==> config.mk <==
export PLATFORM = sky130hd
export DESIGN_NAME = ifetch_ctrl
export DESIGN_NICKNAME = d
export VERILOG_FILES = /design/src/rtl/ifetch_ctrl.sv
export SDC_FILE = /design/constraint.sdc
export NUM_CORES = 1
export LEC_CHECK = 0
export CORE_MARGIN = 2
export CORE_UTILIZATION = 40
export DETAILED_ROUTE_END_ITERATION = 7
export MAX_ROUTING_LAYER = met4
export PLACE_DENSITY = 0.65
export SLEW_MARGIN = 15
export SYNTH_ARGS = -nofsm -noshare
export SYNTH_HDL_FRONTEND = slang
export SYNTH_SLANG_ARGS = --single-unit
==> constraint.sdc <==
create_clock -name clk -period 5.15 [get_ports clk]
set_input_delay 1.03 -clock clk [delete_from_list [all_inputs] [get_ports clk]]
set_output_delay 1.03 -clock clk [all_outputs]
set_load 0.01 [all_outputs]
==> src/rtl/ifetch_ctrl.sv <==
// Instruction-fetch sequencer: owns the fetch PC, prefetches words into a small FIFO
// and hands them to IF/ID over valid/ready. Define IFETCH_HALT_DETECT_EN to stop fetch on HALT_WORD.
module ifetch_ctrl #(
    parameter int unsigned DEPTH     = 4,
    parameter logic [31:0] RESET_PC  = 32'h0000_0000,
    parameter logic [31:0] HALT_WORD = 32'hFC00_0000
) (
    input  logic                   clk,
    input  logic                   rst,
    output logic [6:0]             imem_addr,
    input  logic [31:0]            imem_data,
    input  logic                   redirect_valid,
    input  logic [31:0]            redirect_pc,
    output logic                   out_valid,
    output logic [31:0]            out_instr,
    output logic [31:0]            out_pc,
    input  logic                   out_ready,
    output logic [$clog2(DEPTH):0] fifo_count,
    output logic                   halted
);

    localparam int unsigned AW = $clog2(DEPTH);
    localparam int unsigned CW = AW + 1;

    typedef enum logic {
        RUN  = 1'b0,
        HALT = 1'b1
    } state_t;

    typedef struct packed {
        logic [31:0] pc;
        logic [31:0] instr;
    } entry_t;

    entry_t          mem [DEPTH];
    entry_t          head_q, head_d, new_entry_c;
    state_t          state_q, state_d;
    logic [31:0]     pc_q, pc_d;
    logic [AW-1:0]   wr_q, wr_d, rd_q, rd_d;
    logic [CW-1:0]   count_q, count_d;
    logic            valid_q, valid_d;
    logic            halted_q, halted_d;
    logic            push_c, pop_c, halt_hit_c;

    // Redirect target low bits are ignored by design.
    logic [1:0]      unused_rpc;
    assign unused_rpc = redirect_pc[1:0];

`ifndef IFETCH_HALT_DETECT_EN
    logic            unused_halt;
    assign unused_halt = halt_hit_c;
`endif

    assign new_entry_c = {pc_q, imem_data};

    // Next-state: redirect flushes and restarts; otherwise push/pop with head bypass.
    always_comb begin
        pop_c      = valid_q & out_ready;
        push_c     = (state_q == RUN) & ~redirect_valid & ((count_q < CW'(DEPTH)) | pop_c);
        halt_hit_c = push_c & (imem_data == HALT_WORD);
        state_d    = state_q;
        pc_d       = pc_q;
        wr_d       = wr_q;
        rd_d       = rd_q;
        count_d    = count_q;
        valid_d    = valid_q;
        head_d     = head_q;
        if (redirect_valid) begin
            state_d = RUN;
            pc_d    = {redirect_pc[31:2], 2'b00};
            wr_d    = '0;
            rd_d    = '0;
            count_d = '0;
            valid_d = 1'b0;
        end else begin
            if (push_c) begin
                pc_d = pc_q + 32'd4;
                wr_d = wr_q + AW'(1);
`ifdef IFETCH_HALT_DETECT_EN
                if (halt_hit_c) begin
                    state_d = HALT;
                end
`endif
            end
            if (pop_c) begin
                rd_d = rd_q + AW'(1);
            end
            count_d = count_q + CW'(push_c) - CW'(pop_c);
            valid_d = (count_d != '0);
            // The new head may be the word being written on this very edge.
            if (valid_d) begin
                head_d = (push_c && (rd_d == wr_q)) ? new_entry_c : mem[rd_d];
            end
        end
        halted_d = (state_d == HALT);
    end

    always_ff @(posedge clk or posedge rst) begin
        if (rst) begin
            state_q  <= RUN;
            pc_q     <= RESET_PC;
            wr_q     <= '0;
            rd_q     <= '0;
            count_q  <= '0;
            valid_q  <= 1'b0;
            head_q   <= '0;
            halted_q <= 1'b0;
        end else begin
            state_q  <= state_d;
            pc_q     <= pc_d;
            wr_q     <= wr_d;
            rd_q     <= rd_d;
            count_q  <= count_d;
            valid_q  <= valid_d;
            head_q   <= head_d;
            halted_q <= halted_d;
        end
    end

    // Storage needs no reset; occupancy is tracked by count_q.
    always_ff @(posedge clk) begin
        if (push_c) begin
            mem[wr_q] <= new_entry_c;
        end
    end

    assign imem_addr  = pc_q[8:2];
    assign out_valid  = valid_q;
    assign out_instr  = head_q.instr;
    assign out_pc     = head_q.pc;
    assign fifo_count = count_q;
    assign halted     = halted_q;

endmodule

==> metrics.txt <==
Pre-antenna DRT Iters 5; CP max FO 32; DP Cell Count 1347; setup TNS 0 ps; routed via count 7740; Syn-to-layout area delta 21.9%; Worst-Margin Slew ~1000 ps; startpoint types input pin; Final ANT Viol Nets 0; WL/cell 21.7 um; IO Port Bufs 138; Finish-stage setup viols 0; data arrival time of the worst path 4450 ps; # rows 68; Starting Density 40.6%; Max-Cap Viols 0; top post-synthesis cells by area edfxtp_1 53%, dfrtp_1 18%, mux4_2 10%; Synth cell types 51; worst vdd ir 0.264 mV; synthesized instance count around 790; vias in the first global route 8000; Reg2Reg Depth 14; chip height 191 um; CTS resizes 0; Fin. Hold Viols 0; initial DRC count 463; DRC 0; crit share post-route between 70% and 80%; Final Util 49.5%; FILL cells 2868; global-route wire length before repair about 48000 um; # IOs 144; Buf/Inv on CP 6; RSZ-0062 raised after global routing no; Synth top area share 53.3%; PwrDens 552 nW/um^2; buffer count from post-CTS setup fixing 0; slowest CP cell clkdlybuf4s50_1; Slew Limit Fails 0; largest net degree at the start of global routing 63; synthesized cell area 14000 um^2; top_reg_cell synth edfxtp_1; fraction of registers with async set/reset 28.7%; # clock sinks 348; Crit path depth 15; post-DP HPWL 17500 um; Clk pin slew, worst setup/hold paths 60 ps; fmax 250 MHz; GRT Total Usage 17.7%; CTS max path bufs 3; Hold Buf Count CTS 0; nets 1008; core area 34500 um^2; worst skew pair latency 510 ps; worst endpoint required time 5590 ps; layout cells sized above 1 15.5%; number of synthesized register bits 348; Top delay family on crit path buffers and inverters; diode count 0; Non-Filler Instances 1416; DRT Wirelength 30800 um; endpoint class of the critical path register; post-synthesis cell type with the largest combined area edfxtp_1; WS Path Type input pin to register; cell chain of the critical path clkdlybuf4s50_1 > a21boi_1 > nor2_1 > inv_1 > ha_1 > inv_1 > ha_1 > inv_1 > fa_1 > xnor3_1 > a21o_2 > buf_4 > a31oi_4 > buf_4 > a221o_1; Design Power between 9 and 10 mW; initial antenna violation count 0; Setup Skew 11.7 ps; status complete, no violations; Via density 5.47; H-tree depth 2; Yosys warning total 0; Worst Hold Depth 2; Most Frequent Cell on Critical Path inv_1; CTS tree built; die width 191 um; Hold/Removal Path Class register to register; Placer Congestion 0.744; die area 36500 um^2; EDFF count, synth between 200 and 250; grt ovf 0; CTS root buffer clkbuf_16; sequential fraction of the synthesis area 71.2%; leakage between 5 and 6 nW; Num CTS Buffers 38; mean area per synthesized cell around 18 um^2; delay of the slowest critical-path stage approximately 560 ps; Slew HR 30.0%; Final min period 4000 ps
worst reg2reg max path: stages (launching register included):
cell,delay [ps]
dfrtp_1,430
a21boi_1,160
nor2_1,270
inv_1,80
ha_1,270
inv_1,70
ha_1,140
inv_1,50
fa_1,360
xnor3_1,210
a21o_2,240
buf_4,210
a31oi_4,160
buf_4,440
a221o_1,240
registers in the layout (all words and copies together), names as in the netlist:
name        cells
mem           248
wr_q            2
pc_q           30
out_valid       1
rd_q            2
out_instr      32
fifo_count      3
out_pc         30
cell type report:
type	count	area (um^2)	share of cell area, %
Sequential cell	348	9950	58.4
Multi-Input combinational cell	378	3750	22.0
Timing Repair Buffer	153	1510	8.84
Clock buffer	53	1090	6.40
Tap cell	455	569	3.34
Clock inverter	16	131	0.771
Inverter	13	51.3	0.301
cell usage in the layout, fill, tap and decap left out, drive strengths merged, types with 2 or more instances in the layout:
cell type	instances
a31oi	17
buf	15
nand3	11
and2	64
bufinv	2
nor2	25
mux4	62
clkinv	12
and4	3
a221o	62
inv	13
clkbuf	53
nor4	4
or4b	2
xnor3	2
xor2	4
edfxtp	248
a311o	2
o21ai	14
and3	5
nand2	23
nand4	11
conb	3
nor3	3
nor2b	2
clkdlybuf4s50	138
ha	7
o31ai	14
or4	15
clkinvlp	2
or3	2
xnor2	11
dfrtp	100
layer usage:
metal	track usage, %	vias to the layer above	wire length, um
met4	4.38	0	585
met5	-	-	0
met2	27.6	223	14900
met1	24.1	4005	13500
li1	-	3462	-
met3	3.23	50	1760
synth_stat cells, types with 4 or more instances:
library cell and n:
buf_2 14, buf_4 10, nand4_1 9, xor2_1 4, inv_1 12, a221o_1 62
edfxtp_1 248, a31oi_1 16, mux4_2 62, dfrtp_1 100, or4_1 13, nand2_1 23
and2_1 64, clkbuf_1 29, o31ai_1 14, and3_1 5, nor2_1 25, nand3_1 10
ha_1 7, o21ai_0 14, nor4_1 4, xnor2_1 10
worst paths after layout:
path / start / endpoint / slack (ps)
hold / removal: out_instr[21] / out_instr[21] / 580
hold reg to reg: out_instr[21] / out_instr[21] / 580
min in group asynchronous: rst / out_instr[25] / 1010
max in group asynchronous: rst / out_instr[0] / 3250
setup reg to reg: fifo_count[2] / out_pc[27] / 1750
setup / recovery: out_ready / out_pc[27] / 1150
report_power, final:
part | internal (mW) | switching, mW
combinational | 1.49 | 1.34
clock | 1.58 | 1.06
sequential | 3.64 | 0.300
total | 6.71 | 2.70
cells by family after synthesis:
| logic type | after synthesis | synth area share, % |
|---|---|---|
| adders and majority gates | 8 | 0.770 |
| AOI/OAI and AO/OA | 113 | 6.86 |
| and+or+nand+nor | 174 | 7.37 |
| muxes | 63 | 10.1 |
| xor gates and xnor gates | 17 | 1.32 |
| DFF | 348 | 71.2 |
| buffers and inverters | 70 | 2.43 |
| other | 1 | 0.0268 |
metrics by stage:
step / hold WS, ps / area [um^2] / setup slack (ps)
finish: 577 / 17000 / 1150
global route: 599 / 17000 / 907
CTS: 587 / 17000 / 1090
detailed placement: 557 / 15800 / 568
global placement: 561 / 15800 / 584
floorplan: 509 / 14000 / 1240
No activity file was read; power rests on OpenSTA's default activity.
